### config.mk
export PLATFORM = sky130hd
export DESIGN_NAME = add_seq_arbiter_flat
export DESIGN_NICKNAME = d
export VERILOG_FILES = /design/src/rtl/add_seq_arbiter_if.sv /design/src/rtl/add_seq_arbiter.sv /design/src/flat_wrapper.sv
export SDC_FILE = /design/constraint.sdc
export NUM_CORES = 1
export LEC_CHECK = 0
export BUFFER_PORTS_ARGS = -buffer_cell sky130_fd_sc_hd__buf_2
export CAP_MARGIN = 10
export CORE_MARGIN = 3
export CORE_UTILIZATION = 31
export DETAILED_ROUTE_END_ITERATION = 10
export GPL_TIMING_DRIVEN = 0
export PLACE_DENSITY_LB_ADDON = 0.25
export REMOVE_ABC_BUFFERS = 1
export SETUP_SLACK_MARGIN = 0.05
export SYNTH_ARGS = -nofsm -noshare
export SYNTH_HDL_FRONTEND = slang
export SYNTH_SLANG_ARGS = --single-unit
### constraint.sdc
create_clock -name clk -period 2 [get_ports clk]
set_input_delay 0.5 -clock clk [delete_from_list [all_inputs] [get_ports clk]]
set_output_delay 0.5 -clock clk [all_outputs]
set_load 0.01 [all_outputs]
### src/rtl/add_seq_arbiter_if.sv
// Request, response and shared-adder signals of the two-requester sequential adder.
// The slave modport is the arbiter; the master modport is its environment.
interface add_seq_arbiter_if;

  // requester 0
  logic        req0_valid;
  logic [13:0] req0_a;
  logic [13:0] req0_b;
  logic        req0_ready;

  // requester 1
  logic        req1_valid;
  logic [13:0] req1_a;
  logic [13:0] req1_b;
  logic        req1_ready;

  // result
  logic        rsp_valid;
  logic        rsp_ready;
  logic        rsp_id;
  logic [13:0] rsp_sum;
  logic        rsp_cout;

  // external 7-bit adder, combinational, no carry-in
  logic [6:0]  add_a;
  logic [6:0]  add_b;
  logic [6:0]  add_s;
  logic        add_cout;

  modport slave (
    input  req0_valid, req0_a, req0_b,
    output req0_ready,
    input  req1_valid, req1_a, req1_b,
    output req1_ready,
    output rsp_valid, rsp_id, rsp_sum, rsp_cout,
    input  rsp_ready,
    output add_a, add_b,
    input  add_s, add_cout
  );

  modport master (
    output req0_valid, req0_a, req0_b,
    input  req0_ready,
    output req1_valid, req1_a, req1_b,
    input  req1_ready,
    input  rsp_valid, rsp_id, rsp_sum, rsp_cout,
    output rsp_ready,
    input  add_a, add_b,
    output add_s, add_cout
  );

endinterface

### src/rtl/add_seq_arbiter.sv
// Round-robin arbiter in front of a 14-bit adder built from one shared external 7-bit adder.
// A transaction runs a low pass, a high pass and, when the low half carried, an increment pass
// on the high half, then holds the result until the consumer takes it.
module add_seq_arbiter (
  input  logic               clk,
  input  logic               rst,
  add_seq_arbiter_if.slave   bus
);

  typedef enum logic [2:0] {
    StIdle,
    StLo,
    StHi,
    StInc,
    StDone
  } state_e;

  state_e      state_q, state_d;
  logic [13:0] a_q, a_d;
  logic [13:0] b_q, b_d;
  logic [13:0] sum_q, sum_d;
  logic        id_q, id_d;
  logic        carry_q, carry_d;   // carry out of the low pass
  logic        cout_q, cout_d;     // carry out of bit 13
  logic        last_q, last_d;     // requester granted at the most recent acceptance

  logic        grant_valid;
  logic        grant_id;
  logic        accept;

  // Grant selection: a lone requester wins, a tie goes to the one not granted last.
  always_comb begin
    grant_valid = bus.req0_valid | bus.req1_valid;
    grant_id    = 1'b0;
    if (bus.req0_valid && bus.req1_valid) begin
      grant_id = ~last_q;
    end else if (bus.req1_valid) begin
      grant_id = 1'b1;
    end
  end

  // Ready only towards the granted requester, only while idle and out of reset.
  always_comb begin
    bus.req0_ready = 1'b0;
    bus.req1_ready = 1'b0;
    if (!rst && (state_q == StIdle) && grant_valid) begin
      bus.req0_ready = ~grant_id;
      bus.req1_ready = grant_id;
    end
  end

  assign accept = (bus.req0_valid & bus.req0_ready) | (bus.req1_valid & bus.req1_ready);

  // Shared adder operand steering; parked at zero when no pass is running.
  always_comb begin
    bus.add_a = 7'd0;
    bus.add_b = 7'd0;
    if (!rst) begin
      unique case (state_q)
        StLo: begin
          bus.add_a = a_q[6:0];
          bus.add_b = b_q[6:0];
        end
        StHi: begin
          bus.add_a = a_q[13:7];
          bus.add_b = b_q[13:7];
        end
        StInc: begin
          bus.add_a = sum_q[13:7];
          bus.add_b = 7'd1;
        end
        default: begin
          bus.add_a = 7'd0;
          bus.add_b = 7'd0;
        end
      endcase
    end
  end

  // Next-state and datapath capture for each pass.
  always_comb begin
    state_d = state_q;
    a_d     = a_q;
    b_d     = b_q;
    sum_d   = sum_q;
    id_d    = id_q;
    carry_d = carry_q;
    cout_d  = cout_q;
    last_d  = last_q;
    unique case (state_q)
      StIdle: begin
        if (accept) begin
          a_d     = grant_id ? bus.req1_a : bus.req0_a;
          b_d     = grant_id ? bus.req1_b : bus.req0_b;
          id_d    = grant_id;
          last_d  = grant_id;
          state_d = StLo;
        end
      end
      StLo: begin
        sum_d[6:0] = bus.add_s;
        carry_d    = bus.add_cout;
        state_d    = StHi;
      end
      StHi: begin
        sum_d[13:7] = bus.add_s;
        cout_d      = bus.add_cout;
        state_d     = carry_q ? StInc : StDone;
      end
      StInc: begin
        // Only one of the high-pass and increment carries can ever be set.
        sum_d[13:7] = bus.add_s;
        cout_d      = cout_q | bus.add_cout;
        state_d     = StDone;
      end
      StDone: begin
        if (bus.rsp_ready) begin
          state_d = StIdle;
        end
      end
      default: begin
        state_d = StIdle;
      end
    endcase
  end

  // State register with synchronous reset; the reset pointer lets requester 0 win the first tie.
  always_ff @(posedge clk) begin
    if (rst) begin
      state_q <= StIdle;
      a_q     <= 14'd0;
      b_q     <= 14'd0;
      sum_q   <= 14'd0;
      id_q    <= 1'b0;
      carry_q <= 1'b0;
      cout_q  <= 1'b0;
      last_q  <= 1'b1;
    end else begin
      state_q <= state_d;
      a_q     <= a_d;
      b_q     <= b_d;
      sum_q   <= sum_d;
      id_q    <= id_d;
      carry_q <= carry_d;
      cout_q  <= cout_d;
      last_q  <= last_d;
    end
  end

  assign bus.rsp_valid = (state_q == StDone);
  assign bus.rsp_id    = id_q;
  assign bus.rsp_sum   = sum_q;
  assign bus.rsp_cout  = cout_q;

  // Structural invariants of the handshake.
  a_one_ready : assert property (@(posedge clk) disable iff (rst)
    !(bus.req0_ready && bus.req1_ready));

  a_ready_idle : assert property (@(posedge clk) disable iff (rst)
    (bus.req0_ready || bus.req1_ready) |-> (state_q == StIdle));

  a_rsp_hold : assert property (@(posedge clk) disable iff (rst)
    (bus.rsp_valid && !bus.rsp_ready) |=>
      (bus.rsp_valid && $stable(bus.rsp_sum) && $stable(bus.rsp_id) && $stable(bus.rsp_cout)));

endmodule

### src/flat_wrapper.sv
// flat-port wrapper written by rule: the top's interface ports become plain ports
module add_seq_arbiter_flat 
  (clk, rst, bus_req0_valid, bus_req0_a, bus_req0_b, bus_req0_ready, bus_req1_valid, bus_req1_a, bus_req1_b, bus_req1_ready, bus_rsp_valid, bus_rsp_id, bus_rsp_sum, bus_rsp_cout, bus_rsp_ready, bus_add_a, bus_add_b, bus_add_s, bus_add_cout);
  add_seq_arbiter_if bus_i ();
  input  logic clk;
  input  logic rst;
  input wire logic [$bits(bus_i.req0_valid)-1:0] bus_req0_valid;
  input wire logic [$bits(bus_i.req0_a)-1:0] bus_req0_a;
  input wire logic [$bits(bus_i.req0_b)-1:0] bus_req0_b;
  output wire logic [$bits(bus_i.req0_ready)-1:0] bus_req0_ready;
  input wire logic [$bits(bus_i.req1_valid)-1:0] bus_req1_valid;
  input wire logic [$bits(bus_i.req1_a)-1:0] bus_req1_a;
  input wire logic [$bits(bus_i.req1_b)-1:0] bus_req1_b;
  output wire logic [$bits(bus_i.req1_ready)-1:0] bus_req1_ready;
  output wire logic [$bits(bus_i.rsp_valid)-1:0] bus_rsp_valid;
  output wire logic [$bits(bus_i.rsp_id)-1:0] bus_rsp_id;
  output wire logic [$bits(bus_i.rsp_sum)-1:0] bus_rsp_sum;
  output wire logic [$bits(bus_i.rsp_cout)-1:0] bus_rsp_cout;
  input wire logic [$bits(bus_i.rsp_ready)-1:0] bus_rsp_ready;
  output wire logic [$bits(bus_i.add_a)-1:0] bus_add_a;
  output wire logic [$bits(bus_i.add_b)-1:0] bus_add_b;
  input wire logic [$bits(bus_i.add_s)-1:0] bus_add_s;
  input wire logic [$bits(bus_i.add_cout)-1:0] bus_add_cout;
  assign bus_i.req0_valid = bus_req0_valid;
  assign bus_i.req0_a = bus_req0_a;
  assign bus_i.req0_b = bus_req0_b;
  assign bus_req0_ready = bus_i.req0_ready;
  assign bus_i.req1_valid = bus_req1_valid;
  assign bus_i.req1_a = bus_req1_a;
  assign bus_i.req1_b = bus_req1_b;
  assign bus_req1_ready = bus_i.req1_ready;
  assign bus_rsp_valid = bus_i.rsp_valid;
  assign bus_rsp_id = bus_i.rsp_id;
  assign bus_rsp_sum = bus_i.rsp_sum;
  assign bus_rsp_cout = bus_i.rsp_cout;
  assign bus_i.rsp_ready = bus_rsp_ready;
  assign bus_add_a = bus_i.add_a;
  assign bus_add_b = bus_i.add_b;
  assign bus_i.add_s = bus_add_s;
  assign bus_i.add_cout = bus_add_cout;
  add_seq_arbiter u_core (.clk(clk), .rst(rst), .bus(bus_i));
endmodule
==> Flow_metrics.wiki <==
{| class="wikitable"
! Metric !! Value
|-
| Master of the slowest instance on the critical path || sky130_fd_sc_hd__or4_4
|-
| Remaining routing DRC violations || 0
|-
| Post-route minimum period || 2.17 ns
|-
| DP HPWL || 4.35 mm
|-
| Remaining antenna violation count after routing || 0
|-
| Fill count || 709
|-
| Core Region || 6910 sq um
|-
| Worst Setup End Kind || primary output
|-
| Sequential area share after synthesis || 43.7%
|-
| Overall die area || 8290 sq um
|-
| CP Max Fanout || 5
|-
| Number of buffers on the longest clock path || 2
|-
| Global-route usage over all layers || 17.0%
|-
| Clock insertion delay at the later pin of the skew report || 0.31 ns
|-
| Path type of the worst setup path || register to primary output
|-
| Maximum vdd drop || 0.000348 V
|-
| DP Area || 2790 sq um
|-
| Static leakage power || 1.53 nW
|-
| Number of violations of the max-capacitance limit || 0
|-
| Most common flop cell mapped by yosys || sky130_fd_sc_hd__dfxtp_1
|-
| Cts bufs inserted || 5
|-
| Count of final hold-check violations || 0
|-
| Final standard cell utilization of the core || 47.8%
|-
| H-tree levels || 2
|-
| Post-synthesis cell type with the largest combined area || sky130_fd_sc_hd__dfxtp_1
|-
| Ratio of cells with drive above 1 in the final layout || 45.0%
|-
| Ant. Diodes || 0
|-
| Worst Setup Slack post-DPL || -1.27 ns
|-
| Violated checks || setup timing
|-
| Setup repair after global routing missed its margin || true
|-
| Dominant cells by area after synthesis || sky130_fd_sc_hd__dfxtp_1 44%, sky130_fd_sc_hd__a221o_1 12%, sky130_fd_sc_hd__nor3_1 6.2%
|-
| Total power divided by cell area || 727 nW/um^2
|-
| Rows || 30
|-
| Worst slew slack as a fraction of its limit || 53.8%
|-
| Initial Util || 32.5%
|-
| Hold Crit Depth || 2
|-
| Maximum number of pins on one net before global-route repair || 31
|-
| Ordered list of cells on the worst path || or4_4 > or2_4 > inv_2 > buf_6
|-
| Fin nets || 435
|-
| Avg Synthesized Cell Area || 8.66 sq um
|-
| Total via count after detailed routing || 2278
|-
| Vias in the first global route || 2253
|-
| Finished layout cell area || 3300 sq um
|-
| Aggregate global routing overflow || 0
|-
| Area overhead of the layout relative to synthesis || 47.1%
|-
| Worst clock skew || 0.0115 ns
|-
| Die Height || 91.1 um
|-
| Final weighted congestion in routability-driven placement || 0.691
|-
| Final routed wirelength across all metal layers || 7.25 mm
|-
| Initial DRC count || 102
|-
| Hold-fix buffer count after cts || 0
|-
| Netlist cell types || 27
|-
| Slew at the pin with the worst max-slew slack || 0.691 ns
|-
| Post-synthesis cell count || 259
|-
| Number of antenna violations at the first check in global routing || 1
|-
| Most used cells in the layout excluding fill and tap cells || 99 x sky130_fd_sc_hd__buf_2, 46 x sky130_fd_sc_hd__dfxtp_1, 29 x sky130_fd_sc_hd__inv_1
|-
| Commonest non-fill, non-tap cell in the layout || sky130_fd_sc_hd__buf_2
|-
| First-pass GRT wire length || 11.5 mm
|-
| Worst setup slack after layout || -0.166 ns
|-
| Outcome || finished, violations left
|-
| Drt first pass iters || 4
|-
| Average wire per cell in the routed design || 15.7 um
|-
| Post-synthesis sequential element count || 49
|-
| Worst min-delay path category || input port to register
|-
| Number of setup violations in the final report || 8
|-
| Number of slew-limit violations in the final report || 0
|-
| Worst-case reg-to-reg path depth || 4
|-
| Startpoint kind of the worst setup timing path || register
|-
| Post-CTS clock slew at the launch and capture registers of the worst setup and hold paths || 0.10 ns
|-
| F_max || 462 MHz
|-
| Data arrival time of the critical path || 1.67 ns
|-
| Number of top-level pins || 102
|-
| Clock tree sinks || 49
|-
| Warnings from Yosys || 0
|-
| Fraction of synthesized cell area taken by the top area cell type || 43.7%
|-
| Clk Tree Root Cell || sky130_fd_sc_hd__clkbuf_8
|-
| Vias per std cell || 4.92
|-
| Number of port buffers || 101
|-
| CTS tree || yes
|-
| Number of enable-type register cells in the synthesized netlist || 0
|-
| Hold slack || 0.408 ns
|-
| Die extent in x || 91.1 um
|-
| Combined area of all synthesized cells || 2240 sq um
|-
| Final worst-path cycle share || 108%
|-
| CP peak stage delay || 0.59 ns
|-
| Critical path required time || 1.50 ns
|-
| Share of synthesized flip-flops with an asynchronous set or reset || 0%
|}
## sequential cells by signal, indices dropped and copies added (netlist names)
register,flops
u_core.state_q,3
u_core.b_q,14
u_core.bus.rsp_sum,14
u_core.a_q,14
u_core.bus.rsp_id,1
u_core.bus.rsp_cout,1
u_core.carry_q,1
u_core.last_q,1
## cells by family after synthesis
| kind of cell | count (synthesis) | synth area share (%) |
|---|---|---|
| muxes | 15 | 7.08 |
| AOI/OAI and AO/OA | 61 | 22.0 |
| and+or+nand+nor | 80 | 16.7 |
| buffers and inverters | 54 | 10.4 |
| DFF | 49 | 43.7 |
## stage by stage
step | total power [mW] | instances | setup TNS (ns)
after global routing | 2.51 | 463 | -1.10
after floorplan | 1.36 | 235 | -22.62
after CTS | 2.41 | 462 | -0.827
after global placement | 1.53 | 432 | -69.36
final | 2.40 | 463 | -0.529
after detailed placement | 1.55 | 433 | -49.03
## area by class of cell
class	count	area [sq um]	area share [%]
multi-input combinational	159	1200	36.5
sequential	49	992	30.1
timing repair buffer	121	752	22.8
tap	96	120	3.64
inverter	30	113	3.41
clock buffer	6	82.6	2.50
clock inverter	2	37.5	1.14
## cell usage after synthesis, types with 2 or more instances
cell type	count
sky130_fd_sc_hd__a21oi_1	12
sky130_fd_sc_hd__o21ai_0	4
sky130_fd_sc_hd__buf_6	3
sky130_fd_sc_hd__mux2i_1	8
sky130_fd_sc_hd__inv_1	30
sky130_fd_sc_hd__mux2_2	7
sky130_fd_sc_hd__nor3_1	28
sky130_fd_sc_hd__or2_2	2
sky130_fd_sc_hd__clkbuf_1	15
sky130_fd_sc_hd__nand2_1	17
sky130_fd_sc_hd__nand2b_1	2
sky130_fd_sc_hd__nor2b_1	3
sky130_fd_sc_hd__nor3b_1	2
sky130_fd_sc_hd__a221o_1	28
sky130_fd_sc_hd__buf_2	4
sky130_fd_sc_hd__a22oi_1	13
sky130_fd_sc_hd__nor2_1	23
sky130_fd_sc_hd__dfxtp_1	49
## critical path: cells and delay by family, from the launching register on
family | cells | cell delay, ns
and+or+nand+nor | 2 | 0.85
buffers and inverters | 2 | 0.15
DFF | 1 | 0.35
## per-layer routing
layer	GRT usage (%)	routed length [um]	vias to the layer above
li1	-	-	1131
met1	22.6	3340	1067
met2	27.8	3380	70
met3	4.56	466	8
met4	3.39	60	2
met5	0	7	-
## power breakdown
part           internal (mW)  total [mW]  switching (mW)
logic                  0.270       0.512           0.243
clock network          0.407       0.756           0.349
registers               1.07        1.13          0.0619
## path summary, 6_finish.rpt
| kind | endpoint | from | slack, ns |
|---|---|---|---|
| max reg2reg | u_core.a_q[5] | u_core.state_q[2] | 0.09 |
| max | bus_req1_ready | u_core.state_q[2] | -0.17 |
| min | u_core.a_q[11] | bus_req0_a[11] | 0.41 |
| min reg2reg | u_core.bus.rsp_cout | u_core.bus.rsp_cout | 0.47 |
## repair_timing
item	in CTS	in global routing
endpoints found under the setup margin	56	26
resized for setup	45	7
pin swaps	7	12
gates cloned	2	2
buffers inserted	19	2
(Power assumes the default switching activity.)
